File: src/rtl/duck_round_ctl.sv
// duck_round_ctl: round/wave sequencer for Duck Hunt.
// Launches ducks one at a time, commands the duck motion controller
// (hide/fly/freeze/fall-or-escape), counts shots, hits, ducks and rounds,
// and decides pass or game over at the end of every round.
//
// Optional feature macro: DUCK_ROUND_DOG_PAUSE_EN
//   defined   -> dog pause (PAUSE state, dog_show=1) between ducks and after
//                a passed round
//   undefined -> no pause, dog_show tied 0
//
// Ports:
//   aclk        in   system clock
//   rst         in   synchronous active-high reset
//   tick        in   one-cycle frame strobe; timers count only on it
//   start       in   new-game pulse (IDLE / GAME_OVER only)
//   trigger     in   gun fired pulse
//   hit         in   collision flag, qualified by trigger
//   duck_y      in   current duck y from the motion controller
//   duck_launch out  one-cycle pulse: reload duck spawn position
//   duck_cmd    out  0 HIDE, 1 FLY, 2 SHOT, 3 FALL/ESCAPE
//   shots_left  out  remaining shots for the current duck
//   duck_idx    out  0-based index of the current duck
//   hit_mask    out  bit i set when duck i was hit this round
//   round       out  round number 1..99 (0 after reset)
//   score       out  saturating score
//   dog_show    out  dog sprite enable
//   game_over   out  high in GAME_OVER
module duck_round_ctl #(
    parameter int unsigned DUCKS_PER_ROUND = 10,
    parameter int unsigned SHOTS_PER_DUCK  = 3,
    parameter int unsigned FLY_TICKS       = 300,
    parameter int unsigned SHOT_TICKS      = 30,
    parameter int unsigned ESC_TICKS       = 60,
    parameter int unsigned PAUSE_TICKS     = 60,
    parameter int unsigned PASS_HITS       = 6,
    parameter int unsigned GROUND_Y        = 520
) (
    input  logic                       aclk,
    input  logic                       rst,
    input  logic                       tick,
    input  logic                       start,
    input  logic                       trigger,
    input  logic                       hit,
    input  logic [10:0]                duck_y,
    output logic                       duck_launch,
    output logic [1:0]                 duck_cmd,
    output logic [1:0]                 shots_left,
    output logic [3:0]                 duck_idx,
    output logic [DUCKS_PER_ROUND-1:0] hit_mask,
    output logic [6:0]                 round,
    output logic [15:0]                score,
    output logic                       dog_show,
    output logic                       game_over
);

    localparam int unsigned TW = 16;
    localparam int unsigned CW = 5;
    localparam int unsigned MW = DUCKS_PER_ROUND;

    localparam logic [TW-1:0] FLY_LOAD   = TW'(FLY_TICKS);
    localparam logic [TW-1:0] SHOT_LOAD  = TW'(SHOT_TICKS);
    localparam logic [TW-1:0] ESC_LOAD   = TW'(ESC_TICKS);
    localparam logic [TW-1:0] PAUSE_LOAD = TW'(PAUSE_TICKS);

    localparam logic [1:0] CMD_HIDE = 2'd0;
    localparam logic [1:0] CMD_FLY  = 2'd1;
    localparam logic [1:0] CMD_SHOT = 2'd2;
    localparam logic [1:0] CMD_FALL = 2'd3;

    typedef enum logic [3:0] {
        S_IDLE,
        S_LAUNCH,
        S_FLY,
        S_SHOT,
        S_FALL,
        S_ESCAPE,
        S_NEXT,
        S_PAUSE,
        S_ROUND_END,
        S_GAME_OVER
    } state_t;

    state_t          state_q, state_d;
    logic [TW-1:0]   timer_q, timer_d;
    logic [1:0]      shots_q, shots_d;
    logic [3:0]      idx_q, idx_d;
    logic [MW-1:0]   mask_q, mask_d;
    logic [6:0]      round_q, round_d;
    logic [15:0]     score_q, score_d;
    logic [1:0]      cmd_q, cmd_d;
    logic            launch_q, launch_d;
    logic            dog_q, dog_d;
    logic            go_q, go_d;

    logic [TW-1:0]   tmr_dec;
    logic            tmr_exp;
    logic            shot_fired;
    logic [16:0]     score_sum;
    logic [15:0]     score_sat;
    logic [CW-1:0]   hits;

    // State and counter registers
    always_ff @(posedge aclk) begin
        if (rst) begin
            state_q  <= S_IDLE;
            timer_q  <= '0;
            shots_q  <= '0;
            idx_q    <= '0;
            mask_q   <= '0;
            round_q  <= '0;
            score_q  <= '0;
            cmd_q    <= CMD_HIDE;
            launch_q <= 1'b0;
            dog_q    <= 1'b0;
            go_q     <= 1'b0;
        end else begin
            state_q  <= state_d;
            timer_q  <= timer_d;
            shots_q  <= shots_d;
            idx_q    <= idx_d;
            mask_q   <= mask_d;
            round_q  <= round_d;
            score_q  <= score_d;
            cmd_q    <= cmd_d;
            launch_q <= launch_d;
            dog_q    <= dog_d;
            go_q     <= go_d;
        end
    end

    // Next-state, counter updates and next registered outputs
    always_comb begin
        state_d = state_q;
        timer_d = timer_q;
        shots_d = shots_q;
        idx_d   = idx_q;
        mask_d  = mask_q;
        round_d = round_q;
        score_d = score_q;

        // Exit fires on the tick that takes the timer to 0
        tmr_dec = (tick && (timer_q != '0)) ? timer_q - TW'(1) : timer_q;
        tmr_exp = tick && (timer_q <= TW'(1));

        shot_fired = trigger && (shots_q != 2'd0);

        score_sum = {1'b0, score_q} + 17'd500;
        score_sat = score_sum[16] ? 16'hFFFF : score_sum[15:0];

        hits = '0;
        for (int i = 0; i < int'(MW); i++) begin
            hits = hits + CW'(mask_q[i]);
        end

        case (state_q)
            S_IDLE: begin
                if (start) begin
                    round_d = 7'd1;
                    score_d = '0;
                    state_d = S_LAUNCH;
                end
            end
            S_LAUNCH: begin
                shots_d = 2'(SHOTS_PER_DUCK);
                timer_d = FLY_LOAD;
                state_d = S_FLY;
            end
            S_FLY: begin
                timer_d = tmr_dec;
                if (shot_fired) begin
                    shots_d = shots_q - 2'd1;
                end
                // A valid hit wins over timeout and last-shot exhaustion
                if (shot_fired && hit) begin
                    for (int i = 0; i < int'(MW); i++) begin
                        if (idx_q == 4'(i)) begin
                            mask_d[i] = 1'b1;
                        end
                    end
                    score_d = score_sat;
                    timer_d = SHOT_LOAD;
                    state_d = S_SHOT;
                end else if ((shot_fired && (shots_q == 2'd1)) || tmr_exp) begin
                    timer_d = ESC_LOAD;
                    state_d = S_ESCAPE;
                end
            end
            S_SHOT: begin
                timer_d = tmr_dec;
                if (tmr_exp) begin
                    state_d = S_FALL;
                end
            end
            S_FALL: begin
                if (duck_y >= 11'(GROUND_Y)) begin
                    state_d = S_NEXT;
                end
            end
            S_ESCAPE: begin
                timer_d = tmr_dec;
                if (tmr_exp) begin
                    state_d = S_NEXT;
                end
            end
            S_NEXT: begin
                // Prime the pause timer; LAUNCH reloads it when no pause follows
                timer_d = PAUSE_LOAD;
                if (idx_q == 4'(DUCKS_PER_ROUND - 1)) begin
                    state_d = S_ROUND_END;
                end else begin
                    idx_d = idx_q + 4'd1;
`ifdef DUCK_ROUND_DOG_PAUSE_EN
                    state_d = S_PAUSE;
`else
                    state_d = S_LAUNCH;
`endif
                end
            end
`ifdef DUCK_ROUND_DOG_PAUSE_EN
            S_PAUSE: begin
                timer_d = tmr_dec;
                if (tmr_exp) begin
                    state_d = S_LAUNCH;
                end
            end
`endif
            S_ROUND_END: begin
                if (hits >= CW'(PASS_HITS)) begin
                    round_d = (round_q >= 7'd99) ? 7'd99 : round_q + 7'd1;
                    idx_d   = '0;
                    mask_d  = '0;
`ifdef DUCK_ROUND_DOG_PAUSE_EN
                    timer_d = PAUSE_LOAD;
                    state_d = S_PAUSE;
`else
                    state_d = S_LAUNCH;
`endif
                end else begin
                    state_d = S_GAME_OVER;
                end
            end
            S_GAME_OVER: begin
                if (start) begin
                    round_d = 7'd1;
                    score_d = '0;
                    idx_d   = '0;
                    mask_d  = '0;
                    state_d = S_LAUNCH;
                end
            end
            default: begin
                state_d = S_IDLE;
            end
        endcase

        // Outputs follow the state being entered
        case (state_d)
            S_FLY:    cmd_d = CMD_FLY;
            S_SHOT:   cmd_d = CMD_SHOT;
            S_FALL,
            S_ESCAPE: cmd_d = CMD_FALL;
            default:  cmd_d = CMD_HIDE;
        endcase
        launch_d = (state_d == S_LAUNCH);
        go_d     = (state_d == S_GAME_OVER);
`ifdef DUCK_ROUND_DOG_PAUSE_EN
        dog_d    = (state_d == S_PAUSE);
`else
        dog_d    = 1'b0;
`endif
    end

    assign duck_launch = launch_q;
    assign duck_cmd    = cmd_q;
    assign shots_left  = shots_q;
    assign duck_idx    = idx_q;
    assign hit_mask    = mask_q;
    assign round       = round_q;
    assign score       = score_q;
    assign dog_show    = dog_q;
    assign game_over   = go_q;

endmodule
File: config.mk
export PLATFORM = sky130hd
export DESIGN_NAME = duck_round_ctl
export DESIGN_NICKNAME = d
export VERILOG_FILES = /design/src/rtl/duck_round_ctl.sv
export SDC_FILE = /design/constraint.sdc
export NUM_CORES = 1
export LEC_CHECK = 0
export ABC_CLOCK_PERIOD_IN_PS = 12170
export CAP_MARGIN = 20
export CORE_MARGIN = 5
export CORE_UTILIZATION = 50
export CTS_CLUSTER_SIZE = 40
export DETAILED_ROUTE_END_ITERATION = 10
export HOLD_SLACK_MARGIN = 0.15
export PLACE_DENSITY = 0.87
export REMOVE_ABC_BUFFERS = 1
export SLEW_MARGIN = 15
export SYNTH_ARGS = -nofsm -noshare
export SYNTH_HDL_FRONTEND = slang
export SYNTH_SLANG_ARGS = --single-unit
File: constraint.sdc
create_clock -name aclk -period 12.17 [get_ports aclk]
set_input_delay 2.434 -clock aclk [delete_from_list [all_inputs] [get_ports aclk]]
set_output_delay 2.434 -clock aclk [all_outputs]
set_load 0.05 [all_outputs]
==> results of run 1 <==
## power by group through the flow
stage | combinational (mW) | sequential [mW] | clock, mW
2_1_floorplan | 0.205 | 0.286 | 0
3_3_place_gp | 0.303 | 0.259 | 0
3_5_place_dp | 0.313 | 0.260 | 0
4_1_cts | 0.317 | 0.256 | 0.175
5_1_grt | 0.354 | 0.262 | 0.186
6_report | 0.322 | 0.257 | 0.173
## cells in the final DEF (no fill, tap or decap), types with 9 or more instances in the layout
master,Yosys,layout
nor3_1,26,25
nor2_1,56,56
a21oi_1,47,47
clkdlybuf4s50_1,0,56
o21ai_0,41,41
nand2b_1,9,9
ha_1,13,13
inv_1,27,27
nand2_1,57,57
clkbuf_8,0,9
dfxtp_1,62,62
nand3_1,13,13
## worst max path at each step
stage / endpoint / start / cells past startpoint / slack, ps
final: round[2]$_SDFFE_PP0P_ / start / 7 / 7570
after global routing: round[2]$_SDFFE_PP0P_ / start / 7 / 7400
after CTS: round[2]$_SDFFE_PP0P_ / start / 7 / 7590
after detailed placement: round[2]$_SDFFE_PP0P_ / start / 7 / 7290
after global placement: round[2]$_SDFFE_PP0P_ / start / 7 / 7300
after floorplan: round[2]$_SDFFE_PP0P_ / hit_mask[0]$_SDFFE_PP0P_ / 14 / 7760
## flip-flops by register name, indices dropped and copies added, names as in the netlist
name / count
timer_q: 16
hit_mask: 10
state_q: 4
game_over: 1
shots_left: 2
duck_launch: 1
duck_cmd: 2
round: 7
duck_idx: 4
score: 15
## metal layers
metal | vias to the layer above | routed length [um] | global-route usage (%)
met3 | 21 | 473 | 3.18
li1 | 1863 | - | -
met5 | - | 0 | 0
met2 | 123 | 4740 | 35.0
met1 | 1796 | 4010 | 26.8
met4 | 0 | 177 | 9.11
## cells in the mapped netlist, drive strengths merged (7+ instances only)
master  instances  area, um^2
xor2            8        70.1
nor2           56         210
dfxtp          62        1240
a21oi          47         235
nand3          13        65.1
nand3b          7        52.6
ha             13         163
nand2b          9        56.3
inv            27         101
a211oi          8        60.1
nand2          57         214
nor3           26         130
clkbuf         17        63.8
o21ai          42         214
or3             8        50.1
## worst max-delay path, stage by stage
cell and delay [ps]:
clkdlybuf4s50_1 640, nand2_1 90, a211oi_1 430, nand2_1 270, or2_2 390, or3b_2 470
a21oi_1 140
## metrics by stage
| stage | total power [mW] | setup WS, ps | instance area, um^2 | util [%] | cells |
|---|---|---|---|---|---|
| 6_report | 0.752 | 7570 | 4560 | 62.6 | 648 |
| 4_1_cts | 0.748 | 7590 | 4550 | 62.4 | 648 |
| 3_3_place_gp | 0.562 | 7300 | 4370 | 59.9 | 632 |
| 3_5_place_dp | 0.573 | 7290 | 4370 | 59.9 | 632 |
| 5_1_grt | 0.802 | 7400 | 4560 | 62.6 | 648 |
| 2_1_floorplan | 0.490 | 7760 | 3650 | - | 474 |
## cells by family after synthesis
family / after synthesis / share of synthesized area (%)
fa+ha+maj: 19 / 7.55
other cells: 1 / 0.100
flops: 62 / 33.1
xor+xnor: 10 / 2.34
mux: 1 / 0.301
simple gates: 215 / 28.5
buf+inv: 49 / 5.18
compound gates: 139 / 22.9
## area by class of cell
type	instances	area, um^2	share of cell area, %
inverters	27	101	2.22
multi-input cells	385	2330	51.1
clock buffers	12	135	2.96
repair buffers	59	583	12.8
clock inverters	4	47.5	1.04
well taps	99	124	2.71
flip-flops and latches	62	1240	27.2
==> flow_metrics.env, run 1 <==
export IMPL_coreArea_mm2=0.00729
export IMPL_r2r_start="hit_mask[0]$_SDFFE_PP0P_"
export IMPL_path_max_fanout=8
export IMPL_drtIter0Drc=253
export IMPL_via_per_inst=5.87
export IMPL_drv_cap=0
export IMPL_holdWs_ps=494
export IMPL_crit_path_end_kind="register"
export IMPL_cts_buffer_depth=2
export IMPL_drv_slew=0
export IMPL_worstHoldEndpoint="timer_q[7]$_SDFFE_PP0P_"
export IMPL_setup_viol=0
export IMPL_antenna_cells=0
export IMPL_worstMarginPinSlew_ps=1010
export IMPL_hold_depth=2
export IMPL_grt_usage_pct=21.0
export IMPL_htree_levels=3
export IMPL_status="finished clean"
export IMPL_drc=0
export IMPL_n_fill_cell=653
export IMPL_synth_area_mm2=0.00375
export IMPL_switching_power_uw=314
export IMPL_r2r_setup_slack_ps=7750
export IMPL_cts_tree="done"
export IMPL_p_seq_share_pct=34.2
export IMPL_synth_yosys_seq_area_share_pct=33.1
export IMPL_p_int_uw=438
export IMPL_async_flop_share_pct=0
export IMPL_die_h_um=96.6
export IMPL_cts_root_buf="clkbuf_8"
export IMPL_switching_share_pct=41.7
export IMPL_max_freq_mhz=217
export IMPL_hold_start="timer_q[7]$_SDFFE_PP0P_"
export IMPL_arrival_ps=4870
export IMPL_crit_type="input pin to register"
export IMPL_finalWirelength_um=9400
export IMPL_cts_resized=0
export IMPL_start_util_pct=51.4
export IMPL_die_area_mm2=0.00932
export IMPL_grt_pass1_vias=3402
export IMPL_clock_sinks=62
export IMPL_netlist_instances=496
export IMPL_timing_rr_end="round[2]$_SDFFE_PP0P_"
export IMPL_hold_violations=0
export IMPL_routedWlPerCell_um=14.5
export IMPL_ant_nets=0
export IMPL_antenna_found_initial=0
export IMPL_ios=61
export IMPL_grt_pass1_wl_um=15500
export IMPL_worst_ir_drop_vdd_uv=90.2
export IMPL_synth_cell_type_count=62
export IMPL_clk_pin_slew_ps=70
export IMPL_port_buffers=56
export IMPL_hold_class="register to register"
export IMPL_num_nets_final=580
export IMPL_dr_total_vias=3803
export IMPL_crit_required_ps=12440
export IMPL_pwr_share_clk_pct=23.0
export IMPL_synth_top_flop_cell="dfxtp_1"
export IMPL_fin_tns_setup_ps=0
export IMPL_final_min_clock_period_ps=4600
export IMPL_avgSynthCellArea_um2=7.55
export IMPL_synth_edff_count=0
export IMPL_drt_first_pass_iters=5
export IMPL_drive_gt1_share_pct=5.10
export IMPL_place_gp_congestion=0.911
export IMPL_slew_limit_headroom_pct=32.8
export IMPL_cts_buffers=9
export IMPL_min_period_over_period_pct=37.8
export IMPL_p_per_area_mw_per_mm2=165
export IMPL_rsz0062_at_grt="false"
export IMPL_synth_warning_count=0
export IMPL_rows=31
export IMPL_area_delta_synth_final_pct=21.8
export IMPL_grt_max_degree=35
export IMPL_grt_remaining_overflow=0
export IMPL_r2r_cells=14
export IMPL_dp_final_hpwl_um=6820
export IMPL_p_leak_nw=1.63
export IMPL_ys_ff_latch=62
export IMPL_power_frac_comb_pct=42.8
export IMPL_clk_latency_ps=340
export IMPL_skew_ps=5.35
export IMPL_critPathLaunchType="input pin"
export IMPL_ctsHoldBuffers=0
export IMPL_post_cts_buffers=0
export IMPL_die_w_um=96.6
(Power assumes the default switching activity.)
==> run 2, diff against run 1 <==
- ABC_CLOCK_PERIOD_IN_PS: 12170 -> 4370
- clock period: 12.17 -> 4.37 ns (I/O delays scaled with it)
==> run 2 against run 1 <==
Net effect:
- non-clock buffer count is 6 higher
- utilization is 0.19 points higher
- final cell count increased by 0.93%
- total power grew to 2.7 times the previous value
- wire length grew 2.4%
- global-route usage grew 0.13 points
- die area did not move
- final area rose by 0.30%
- critical endpoint unchanged
==> flow_metrics.env, run 2 (same netlist as run 1, synthesis figures left out) <==
export IMPL_status="finished clean"
export IMPL_drt_first_pass_iters=5
export IMPL_ios=61
export IMPL_hold_class="register to register"
export IMPL_cts_buffers=9
export IMPL_rsz0062_at_grt="false"
export IMPL_cts_tree="done"
export IMPL_die_w_um=96.6
export IMPL_cts_resized=0
export IMPL_grt_pass1_wl_um=15600
export IMPL_drv_cap=0
export IMPL_port_buffers=56
export IMPL_crit_required_ps=4640
export IMPL_clock_sinks=62
export IMPL_critPathLaunchType="register"
export IMPL_crit_type="register to register"
export IMPL_arrival_ps=4340
export IMPL_largest_reg_flops=16
export IMPL_placed_cell_area_mm2=0.00440
export IMPL_coreArea_mm2=0.00729
export IMPL_p_leak_nw=1.65
export IMPL_die_h_um=96.6
export IMPL_setup_viol=0
export IMPL_antenna_found_initial=0
export IMPL_p_per_area_mw_per_mm2=450
export IMPL_drtIter0Drc=196
export IMPL_skew_ps=8.77
export IMPL_slew_limit_headroom_pct=33.3
export IMPL_grt_usage_pct=21.1
export IMPL_post_cts_buffers=0
export IMPL_crit_path_end_kind="register"
export IMPL_top_register="timer_q"
export IMPL_cts_root_buf="clkbuf_8"
export IMPL_cts_buffer_depth=2
export IMPL_n_fill_cell=638
export IMPL_min_period_over_period_pct=93.0
export IMPL_start_util_pct=51.4
export IMPL_dr_total_vias=3798
export IMPL_fin_area_mm2=0.00458
export IMPL_dp_cells=637
export IMPL_antenna_cells=0
export IMPL_max_freq_mhz=246
export IMPL_final_cell_mix="62 x dfxtp_1, 57 x nand2_1, 56 x nor2_1, 56 x clkdlybuf4s50_1, 47 x a21oi_1"
export IMPL_worstMarginPinSlew_ps=1000
export IMPL_via_per_inst=5.81
export IMPL_finalWirelength_um=9630
export IMPL_drive_gt1_share_pct=6.13
export IMPL_num_nets_final=586
export IMPL_final_cells=654
export IMPL_r2r_setup_slack_ps=310
export IMPL_dp_final_hpwl_um=7010
export IMPL_clk_latency_ps=350
export IMPL_drv_slew=0
export IMPL_worst_ir_drop_vdd_uv=215
export IMPL_ctsHoldBuffers=0
export IMPL_path_max_fanout=4
export IMPL_final_min_clock_period_ps=4060
export IMPL_place_gp_congestion=0.895
export IMPL_ant_nets=0
export IMPL_hold_violations=0
export IMPL_clk_pin_slew_ps=70
export IMPL_htree_levels=3
export IMPL_grt_max_degree=21
export IMPL_grt_pass1_vias=3466
export IMPL_rows=31
export IMPL_die_area_mm2=0.00932
export IMPL_mostFrequentLayoutCell="dfxtp_1"
export IMPL_area_delta_synth_final_pct=22.2
export IMPL_grt_remaining_overflow=0
export IMPL_drc=0
export IMPL_p_total_mw=2.06
export IMPL_routedWlPerCell_um=14.7
run 2: changes by cell type in the layout (fill, tap and decap cells not counted), sizes merged:
cell and delta:
buf +6, bufinv -1, clkinv +1
run 2: path summary, 6_finish.rpt:
check	cells after the start	start	to
worst min register to register	2	score[8]$_SDFFE_PP0P_	score[8]$_SDFFE_PP0P_
worst max-delay path	14	hit_mask[0]$_SDFFE_PP0P_	round[2]$_SDFFE_PP0P_
worst max register to register	14	hit_mask[0]$_SDFFE_PP0P_	round[2]$_SDFFE_PP0P_
worst min-delay path	2	score[8]$_SDFFE_PP0P_	score[8]$_SDFFE_PP0P_
run 2: metal layers:
| metal | global-route usage [%] | wire length [um] |
|---|---|---|
| met1 | 25.4 | 3990 |
| met5 | 0 | 0 |
| met3 | 5.03 | 606 |
| met4 | 8.53 | 200 |
| met2 | 36.1 | 4830 |
run 2: final cells by class:
| type | count | area (um^2) | share of cell area, % |
|---|---|---|---|
| timing repair buffer | 65 | 626 | 13.7 |
| sequential | 62 | 1240 | 27.1 |
| clock inverter | 4 | 22.5 | 0.492 |
| clock buffer | 12 | 145 | 3.17 |
| inverter | 27 | 101 | 2.21 |
| multi-input combinational | 385 | 2320 | 50.6 |
| tap | 99 | 124 | 2.71 |
run 2: through the flow:
step / worst slack (ps) / hold slack, ps / setup TNS, ps / utilization [%]
finish: 306 / 496 / 0 / 62.8
global route: 73.5 / 525 / 0 / 62.8
CTS: 270 / 497 / 0 / 62.7
detailed placement: 292 / 489 / 0 / 60.4
global placement: 390 / 468 / 0 / 60.4
floorplan: -36.7 / 456 / -36.7 / -
run 2: where the power goes:
part | total [mW] | internal (mW) | switching (mW)
sequential | 0.717 | 0.629 | 0.0879
clock | 0.443 | 0.218 | 0.224
combinational | 0.897 | 0.334 | 0.563
run 2: worst max-delay path, cell delays in order, from the launching register on:
cell	delay, ps
dfxtp_1	360
inv_1	70
fa_1	500
fa_1	560
fa_1	420
inv_1	60
ha_1	170
inv_1	60
fa_1	370
xor2_1	150
o221ai_1	210
nand2_1	110
or2_2	350
or3b_2	470
a21oi_1	140
==> run 3, diff against run 2 <==
- SKIP_LAST_GASP: unset -> 1
==> results of run 3 <==
Final layout, timing and power as in run 2 (identical DEF).
